## config.mk

```make
export PLATFORM = sky130hd
export DESIGN_NAME = stress_classifier_core
export DESIGN_NICKNAME = d
export VERILOG_FILES = /design/src/rtl/stress_pkg.sv /design/src/rtl/stress_mac_unit.sv /design/src/rtl/stress_classifier_core.sv
export SDC_FILE = /design/constraint.sdc
export NUM_CORES = 1
export LEC_CHECK = 0
export CAP_MARGIN = 20
export CELL_PAD_IN_SITES_DETAIL_PLACEMENT = 1
export CELL_PAD_IN_SITES_GLOBAL_PLACEMENT = 2
export CORE_MARGIN = 2
export CORE_UTILIZATION = 45
export CTS_CLUSTER_DIAMETER = 200
export DETAILED_ROUTE_END_ITERATION = 8
export GPL_ROUTABILITY_DRIVEN = 0
export PLACE_DENSITY = 0.82
export SYNTH_ARGS = -nofsm -noshare
export SYNTH_HDL_FRONTEND = slang
export SYNTH_SLANG_ARGS = --single-unit
```

## constraint.sdc

```tcl
create_clock -name clk -period 34.6 [get_ports clk]
set_clock_uncertainty 0.05 [all_clocks]
set_input_delay 6.92 -clock clk [delete_from_list [all_inputs] [get_ports clk]]
set_output_delay 6.92 -clock clk [all_outputs]
set_load 0.03 [all_outputs]
```

## src/rtl/stress_pkg.sv

```systemverilog
// rtl/stress_pkg.sv - shared types and constants for the stress classifier core
//
// Purpose: FSM state enum, INT8 requant saturation limits and an index-width
//          helper used to size address/class/counter fields.
// Ports:   none (package).
package stress_pkg;

  typedef enum logic [1:0] {
    S_CONV = 2'd0,
    S_FC   = 2'd1,
    S_OUT  = 2'd2
  } state_e;

  localparam int SAT_MIN = 0;
  localparam int SAT_MAX = 127;

  // Width of an index into n entries; never narrower than one bit.
  function automatic int idx_w(input int n);
    return (n > 1) ? $clog2(n) : 1;
  endfunction

endpackage

```

## src/rtl/stress_mac_unit.sv

```systemverilog
// rtl/stress_mac_unit.sv - signed multiply-accumulate with clear and enable
//
// Purpose: acc <= acc + sext(a*b) when en; acc <= 0 when clr (clr wins).
//          sum exposes acc + product combinationally so the caller can use
//          the completed total on the same edge that clears the accumulator.
// Ports:   clk, rst_n (async active-low), clr, en,
//          a/b (signed PIXEL_WIDTH), acc/sum (signed ACC_WIDTH).
module stress_mac_unit #(
  parameter int PIXEL_WIDTH = 8,
  parameter int ACC_WIDTH   = 32
) (
  input  logic                          clk,
  input  logic                          rst_n,
  input  logic                          clr,
  input  logic                          en,
  input  logic signed [PIXEL_WIDTH-1:0] a,
  input  logic signed [PIXEL_WIDTH-1:0] b,
  output logic signed [ACC_WIDTH-1:0]   acc,
  output logic signed [ACC_WIDTH-1:0]   sum
);

  logic signed [2*PIXEL_WIDTH-1:0] prod;

  assign prod = a * b;
  // Signed size cast sign-extends the full-precision product; the add wraps.
  assign sum  = acc + ACC_WIDTH'(prod);

  always_ff @(posedge clk or negedge rst_n) begin
    if (!rst_n) begin
      acc <= '0;
    end else if (clr) begin
      acc <= '0;
    end else if (en) begin
      acc <= sum;
    end
  end

endmodule

```

## src/rtl/stress_classifier_core.sv

```systemverilog
// rtl/stress_classifier_core.sv - streaming conv/ReLU/requant/FC/argmax classifier
//
// Purpose: accepts KERNEL_TAPS pixel/weight pairs per feature, NUM_FEATURES
//          features per sample, then runs a class-major FC over runtime-loaded
//          weights and presents the argmax class until the consumer takes it.
// Ports:   clk, rst_n (async active-low)
//          in_valid/in_ready, pixel_in, weight_in       - conv tap stream
//          wt_wr_en, wt_wr_addr, wt_wr_data             - FC weight writes
//          pred_valid/pred_ready, pred_class            - result handshake
//          pred_score (only with STRESS_CLS_SCORE_EN)   - winning logit
// Config:  `STRESS_CLS_SCORE_EN adds the pred_score port.
module stress_classifier_core
  import stress_pkg::*;
#(
  parameter int PIXEL_WIDTH  = 8,
  parameter int ACC_WIDTH    = 32,
  parameter int KERNEL_TAPS  = 9,
  parameter int NUM_FEATURES = 4,
  parameter int NUM_CLASSES  = 2,
  parameter int QSHIFT       = 0
) (
  input  logic                                          clk,
  input  logic                                          rst_n,
  input  logic                                          in_valid,
  output logic                                          in_ready,
  input  logic signed [PIXEL_WIDTH-1:0]                 pixel_in,
  input  logic signed [PIXEL_WIDTH-1:0]                 weight_in,
  input  logic                                          wt_wr_en,
  input  logic [idx_w(NUM_CLASSES*NUM_FEATURES)-1:0]    wt_wr_addr,
  input  logic signed [PIXEL_WIDTH-1:0]                 wt_wr_data,
  output logic                                          pred_valid,
  input  logic                                          pred_ready,
  output logic [idx_w(NUM_CLASSES)-1:0]                 pred_class
`ifdef STRESS_CLS_SCORE_EN
  ,
  output logic signed [ACC_WIDTH-1:0]                   pred_score
`endif
);

  localparam int NW = NUM_CLASSES * NUM_FEATURES;
  localparam int AW = idx_w(NW);
  localparam int CW = idx_w(NUM_CLASSES);
  localparam int TW = idx_w(KERNEL_TAPS);
  localparam int FW = idx_w(NUM_FEATURES);

  state_e state, next_state;

  logic [TW-1:0] tap_cnt;
  logic [FW-1:0] feat_cnt;
  logic [FW-1:0] fc_f;
  logic [CW-1:0] fc_c;
  logic [AW-1:0] fc_idx;

  logic signed [PIXEL_WIDTH-1:0] feat [NUM_FEATURES];
  logic signed [PIXEL_WIDTH-1:0] fcw  [NW];

  logic signed [ACC_WIDTH-1:0] best_logit;
  logic [CW-1:0]               best_class;

  logic                          mac_en, mac_clr;
  logic signed [PIXEL_WIDTH-1:0] mac_a, mac_b;
  logic signed [ACC_WIDTH-1:0]   mac_acc, mac_sum;

  logic last_tap, last_feat, fc_last_f, fc_last_c, wt_wr_ok;
  logic signed [ACC_WIDTH-1:0]   shifted;
  logic signed [PIXEL_WIDTH-1:0] q;

  assign last_tap  = (tap_cnt  == TW'(KERNEL_TAPS - 1));
  assign last_feat = (feat_cnt == FW'(NUM_FEATURES - 1));
  assign fc_last_f = (fc_f     == FW'(NUM_FEATURES - 1));
  assign fc_last_c = (fc_c     == CW'(NUM_CLASSES - 1));

  // FC weights are frozen while the FC MAC is walking them.
  assign wt_wr_ok = wt_wr_en && (state != S_FC) && (int'(wt_wr_addr) < NW);

  // One MAC serves both phases; operands are muxed by state.
  stress_mac_unit #(
    .PIXEL_WIDTH(PIXEL_WIDTH),
    .ACC_WIDTH  (ACC_WIDTH)
  ) u_mac (
    .clk  (clk),
    .rst_n(rst_n),
    .clr  (mac_clr),
    .en   (mac_en),
    .a    (mac_a),
    .b    (mac_b),
    .acc  (mac_acc),
    .sum  (mac_sum)
  );

  // ReLU then arithmetic shift then clamp to the positive INT8 range.
  always_comb begin
    shifted = mac_sum >>> QSHIFT;
    if (mac_sum < 0) begin
      q = PIXEL_WIDTH'(SAT_MIN);
    end else if (shifted > $signed(ACC_WIDTH'(SAT_MAX))) begin
      q = PIXEL_WIDTH'(SAT_MAX);
    end else begin
      q = shifted[PIXEL_WIDTH-1:0];
    end
  end

  always_ff @(posedge clk or negedge rst_n) begin
    if (!rst_n) begin
      state <= S_CONV;
    end else begin
      state <= next_state;
    end
  end

  always_comb begin
    next_state = state;
    in_ready   = 1'b0;
    pred_valid = 1'b0;
    mac_en     = 1'b0;
    mac_clr    = 1'b0;
    mac_a      = pixel_in;
    mac_b      = weight_in;
    case (state)
      S_CONV: begin
        in_ready = 1'b1;
        mac_en   = in_valid;
        // The final tap's total is consumed via mac_sum, so clear on that edge.
        mac_clr  = in_valid && last_tap;
        if (in_valid && last_tap && last_feat) begin
          next_state = S_FC;
        end
      end
      S_FC: begin
        mac_a   = feat[fc_f];
        mac_b   = fcw[fc_idx];
        mac_en  = 1'b1;
        mac_clr = fc_last_f;
        if (fc_last_f && fc_last_c) begin
          next_state = S_OUT;
        end
      end
      S_OUT: begin
        pred_valid = 1'b1;
        if (pred_ready) begin
          next_state = S_CONV;
        end
      end
      default: begin
        next_state = S_CONV;
      end
    endcase
  end

  always_ff @(posedge clk or negedge rst_n) begin
    if (!rst_n) begin
      tap_cnt    <= '0;
      feat_cnt   <= '0;
      fc_f       <= '0;
      fc_c       <= '0;
      fc_idx     <= '0;
      best_logit <= '0;
      best_class <= '0;
      for (int i = 0; i < NUM_FEATURES; i++) begin
        feat[i] <= '0;
      end
      for (int i = 0; i < NW; i++) begin
        fcw[i] <= '0;
      end
    end else begin
      if (wt_wr_ok) begin
        fcw[wt_wr_addr] <= wt_wr_data;
      end
      case (state)
        S_CONV: begin
          if (in_valid) begin
            if (last_tap) begin
              tap_cnt        <= '0;
              feat[feat_cnt] <= q;
              feat_cnt       <= last_feat ? '0 : feat_cnt + 1'b1;
            end else begin
              tap_cnt <= tap_cnt + 1'b1;
            end
          end
        end
        S_FC: begin
          if (fc_last_f) begin
            fc_f <= '0;
            // Strictly-greater keeps the lowest index on ties.
            if ((fc_c == '0) || (mac_sum > best_logit)) begin
              best_logit <= mac_sum;
              best_class <= fc_c;
            end
            if (fc_last_c) begin
              fc_c   <= '0;
              fc_idx <= '0;
            end else begin
              fc_c   <= fc_c + 1'b1;
              fc_idx <= fc_idx + 1'b1;
            end
          end else begin
            fc_f   <= fc_f + 1'b1;
            fc_idx <= fc_idx + 1'b1;
          end
        end
        default: begin
        end
      endcase
    end
  end

  assign pred_class = best_class;
`ifdef STRESS_CLS_SCORE_EN
  assign pred_score = best_logit;
`endif

endmodule
```

Yosys cells after proc, flatten, opt, wreduce, memory -nomap -nowiden. Index checks and enable logic that the tools add are counted.

Register bits after elaboration: 175. Bits of input ports: 32. Output and inout bits: 3. Word-level logic and storage cells: 97.

Add/subtract/negate cells: 6. $mul: 1. Order comparisons: 9. Equal/unequal tests: 9. Muxes and demuxes: 32. Bitwise operators: 5. Reduce and logical (&&, ||, !) cells: 14.

Operators with widths (number): $mux W8 (10); $bwmux W64 (1); $mux W32 (2); $add A32 B16 Y32 (1); $bwmux W32 (1); $gt A32 B32 Y1 (1); $gt A32 B8 Y1 const B (1); $lt A32 B1 Y1 const B (1); $bmux W8 S3 (1); $demux W8 S3 (1); $bmux W8 S2 (1); $demux W8 S2 (1); $mul A8 B8 Y16 (1); $mux W2 (5); $reduce_and A3 Y1 (3); $ge A4 B4 Y1 const B (2); $not A3 Y4 (2); $eq A2 B2 Y1 const B (3); $ge A3 B3 Y1 const B (2); $logic_and A1 B1 Y1 (6); $mux W3 (2); $ne A2 B2 Y1 const B (3); $not A2 Y3 (2); $pmux W2 S3 (1); 17 further kinds (22).

Logic depth before layout (Yosys ltp).
Depth after elaboration: 11. Depth in mapped cells: 37.

Modules after synthesis. A second synthesis with hierarchy kept.

Cells, all modules: 1224. Area, all modules: 14000.9 µm².

Modules (own cells, without submodules): stress_classifier_core (times used 1, cells each 580, area each 7308.3 µm², seq. area each 3578.4 µm²); stress_mac_unit (times used 1, cells each 644, area each 6692.7 µm², seq. area each 800.8 µm²).

Least setup slack after synthesis. Ideal clock, no wire load.

Path kind: input -> register. From: input port weight_in[0]. To: register best_logit[28]. Library setup time: 0.125 ns. Arrival: 15.807 ns. Required time: 34.425 ns. Path slack: 18.619 ns. Cell stages on the path: 31. Buffers on the path: 1. Cells stage by stage: nand2_1 o21ai_0 inv_1 nor2_1 inv_1 fa_1 inv_1 fa_1 fa_1 fa_1 fa_1 ha_1 o211ai_1 o21ai_2 o2111ai_1 nand3b_1 a31oi_1 a21boi_0 nor2_1 xnor2_1 inv_1 ha_1 nand2_1 or4b_2 a32oi_1 nand4_1 o211a_1 xnor2_1 o21ai_2 buf_4 mux2_2.

Longest elaborated chain between the ends: 6.

Ends and longest elaborated chain: start, declared (RTL line stress_classifier_core.sv:27) `input logic signed [PIXEL_WIDTH-1:0] weight_in,`; $mux W8 (RTL line stress_classifier_core.sv:119) `case (state)`; $mul A8 B8 Y16 (RTL line stress_mac_unit.sv:24) `assign prod = a * b;`; $add A32 B16 Y32 (RTL line stress_mac_unit.sv:26) `assign sum = acc + ACC_WIDTH'(prod);`; net mac_sum[31] (RTL line stress_classifier_core.sv:62) `logic signed [ACC_WIDTH-1:0] mac_acc, mac_sum;`; $gt A32 B32 Y1 (RTL line stress_classifier_core.sv:185) `if ((fc_c == '0) || (mac_sum > best_logit)) begin`; $logic_or A1 B1 Y1 (RTL line stress_classifier_core.sv:185); $reduce_and A3 Y1 (no source line); end signal, assigned (RTL line stress_classifier_core.sv:186) `best_logit <= mac_sum;`; end, declared (RTL line stress_classifier_core.sv:57) `logic signed [ACC_WIDTH-1:0] best_logit;`.

The timed path passes the listed nets, and every way through them passes these cells. A chain may end at the register's enable or synchronous reset.

Worst setup path after layout.
From: input port weight_in[3]. To: register best_logit[4].

The elaborated chain is that of the path after synthesis.

==> qor.yml <==
antenna_found_initial: 1
nets: 1549
rsz0062_at_grt: "false"
cp_slowest_cell: "fa_1"
first_global_vias: 10490
clkLatencyLatePin_ps: 450
grt_first_pass_wirelength_um: 58450
ys_warn_count: 0
vias_per_cell: 5.505
fmaxAchievable_mhz: 57.57
worst_path_dominant_cell_family: "adder cells"
worst_setup_path_start_kind: "input port"
yosysUniqueCellTypes: 61
fin_tns_setup_ps: 0
fin_crit_sh_pct: 50.20
synthesis.area_um2: 13830
grt_use_met2_pct: 41.24
rr_worst_depth: 33
fill_cells: 3277
ys.flop_type: "dfrtp_1"
core-area_um2: 30430
dp_hpwl_um: 27570
timing.rr.end: "best_logit[4]$_DFFE_PN0P_"
synthCells: 1235
final_common_cell: "dfrtp_1"
crit_type: "input port to flop"
ys_seq_elements: 175
top_usage_layer: "met2"
min_path_type: "flop to flop"
whs_path_depth: 1
cts_htree_levels: 4
die_w_um: 179.3
gr-total-overflow: 0
finalCriticalPeriod_ps: 17370
cts_tree: "done"
die_y_um: 179.3
ant_nets: 0
cts_root_buf: "clkbuf_16"
reg2reg_slack_ps: 22540
setup.worst_path.end_class: "flop"
tightest_slew_ps: 1052
slew_viol_final: 0
async_reset_ff_share_pct: 100.0
vias: 9287
use_met3_pct: 3.838
hold_viol: 0
path_clk_slew_ps: 70
max_stage_delay_ps: 1140
syn_nets: 1506
reg2reg_from: "fc_idx[1]$_DFFE_PN0N_"
status: "complete, no violations"
initialDrtViolationCount: 447
yosysTopAreaCellShare_pct: 31.67
ctsResizeCount: 0
wl_per_cell_um: 21.37
maxCapViolations: 0
cp.arrival_ps: 17650
fp-row-count: 64
synth_area_leaders: "dfrtp_1 (32%), fa_1 (20%), ha_1 (9.3%)"
grt_usage_pct: 24.28
post_cts_buffers: 0
setup_violations: 0
cp_max_fo: 20
synth_largest_area_cell: "dfrtp_1"
required_ps: 34880
max-slew-margin-rel_pct: 29.87
area_growth_pct: 10.91
grt_max_degree: 81
die_area_um2: 32140
wirelength_um: 36060
min_from: "best_logit[6]$_DFFE_PN0P_"
use_met1_pct: 33.08
drc: 0
cts_buffers: 17
start_util_pct: 45.44
synth-edff-count: 0
ys_seq_area_share_pct: 31.67
clock_path_buffers: 2
place.port_buffers: 34
final_cell_mix: "dfrtp_1 (175), inv_1 (160), fa_1 (136)"
num_io_pins: 35
first_pass_iters: 4
drive_gt1_share_pct: 13.79
clock_sinks: 175
ctsHoldBuffers: 0
antennaDiodeCount: 0
cp_num_buf_inv: 6
synth_area_per_cell_um2: 11.19
worstHoldEndpoint: "best_logit[6]$_DFFE_PN0P_"
## sequential cells by signal, indices dropped and copies added, names as in the netlist
signal,cells
u_mac.acc,32
pred_class,1
tap_cnt,4
fc_c,1
fc_idx,3
feat_cnt,2
best_logit,32
state,2
fcw,64
fc_f,2
feat,32
## metrics by stage
| stage | cells | setup slack [ps] | hold WS (ps) | instance area [µm²] | utilization (%) |
|---|---|---|---|---|---|
| 6_report | 1687 | 17230 | 436.2 | 15330 | 50.39 |
| 5_1_grt | 1687 | 16340 | 461.3 | 15330 | 50.39 |
| 4_1_cts | 1686 | 17190 | 434.3 | 15310 | 50.30 |
| 3_5_place_dp | 1654 | 16700 | 415.8 | 14720 | 48.36 |
| 3_3_place_gp | 1654 | 17080 | 407.9 | 14720 | 48.36 |
| 2_1_floorplan | 1235 | 18620 | 394.6 | 13830 | - |
## metal layers
layer,vias to the layer above,wire (µm)
li1,4267,-
met1,4902,16870
met2,94,17770
met3,22,1013
met4,2,391
met5,-,12
## cells by family (layout without fill, tap and decap cells)
| kind of cell | after synthesis | in the layout | synth area share [%] |
|---|---|---|---|
| AO/OA/AOI/OAI | 182 | 182 | 8.525 |
| XOR/XNOR | 43 | 43 | 2.724 |
| adder cells (fa/ha/maj) | 242 | 242 | 29.24 |
| buffers and inverters | 193 | 249 | 5.330 |
| flip-flops | 175 | 175 | 31.67 |
| multiplexers | 144 | 144 | 13.51 |
| AND/OR/NAND/NOR | 256 | 256 | 8.995 |
## cell usage after synthesis (12+ instances only)
library cell	number
a21oi_1	40
a22o_1	27
clkbuf_1	24
dfrtp_1	175
fa_1	136
ha_1	103
inv_1	160
mux2_1	24
mux2_2	77
mux2i_1	19
mux4_2	24
nand2_1	79
nand2b_1	23
nand4_1	12
nor2_1	72
o21ai_0	55
xnor2_1	34
## final cells by class
cell class | count | area [µm²] | area share, %
multi-input combinational | 867 | 8735 | 56.96
clock inverter | 11 | 118.9 | 0.7752
tap | 396 | 495.5 | 3.231
clock buffer | 21 | 470.5 | 3.068
sequential | 175 | 4379 | 28.56
timing repair buffer | 57 | 534.3 | 3.484
inverter | 160 | 600.6 | 3.917
## worst max-delay path by stage
stage	from	to	slack, ps	cells after the start
2_1_floorplan	weight_in[0]	best_logit[28]$_DFFE_PN0P_	18620	31
3_3_place_gp	weight_in[2]	best_logit[9]$_DFFE_PN0P_	17080	30
3_5_place_dp	weight_in[3]	best_logit[4]$_DFFE_PN0P_	16700	31
4_1_cts	weight_in[3]	best_logit[4]$_DFFE_PN0P_	17190	31
5_1_grt	weight_in[3]	best_logit[9]$_DFFE_PN0P_	16340	30
6_report	weight_in[3]	best_logit[4]$_DFFE_PN0P_	17230	31
Power is not shown: default switching activity piles up to over one toggle a cycle in this logic, so the estimate is an artifact.
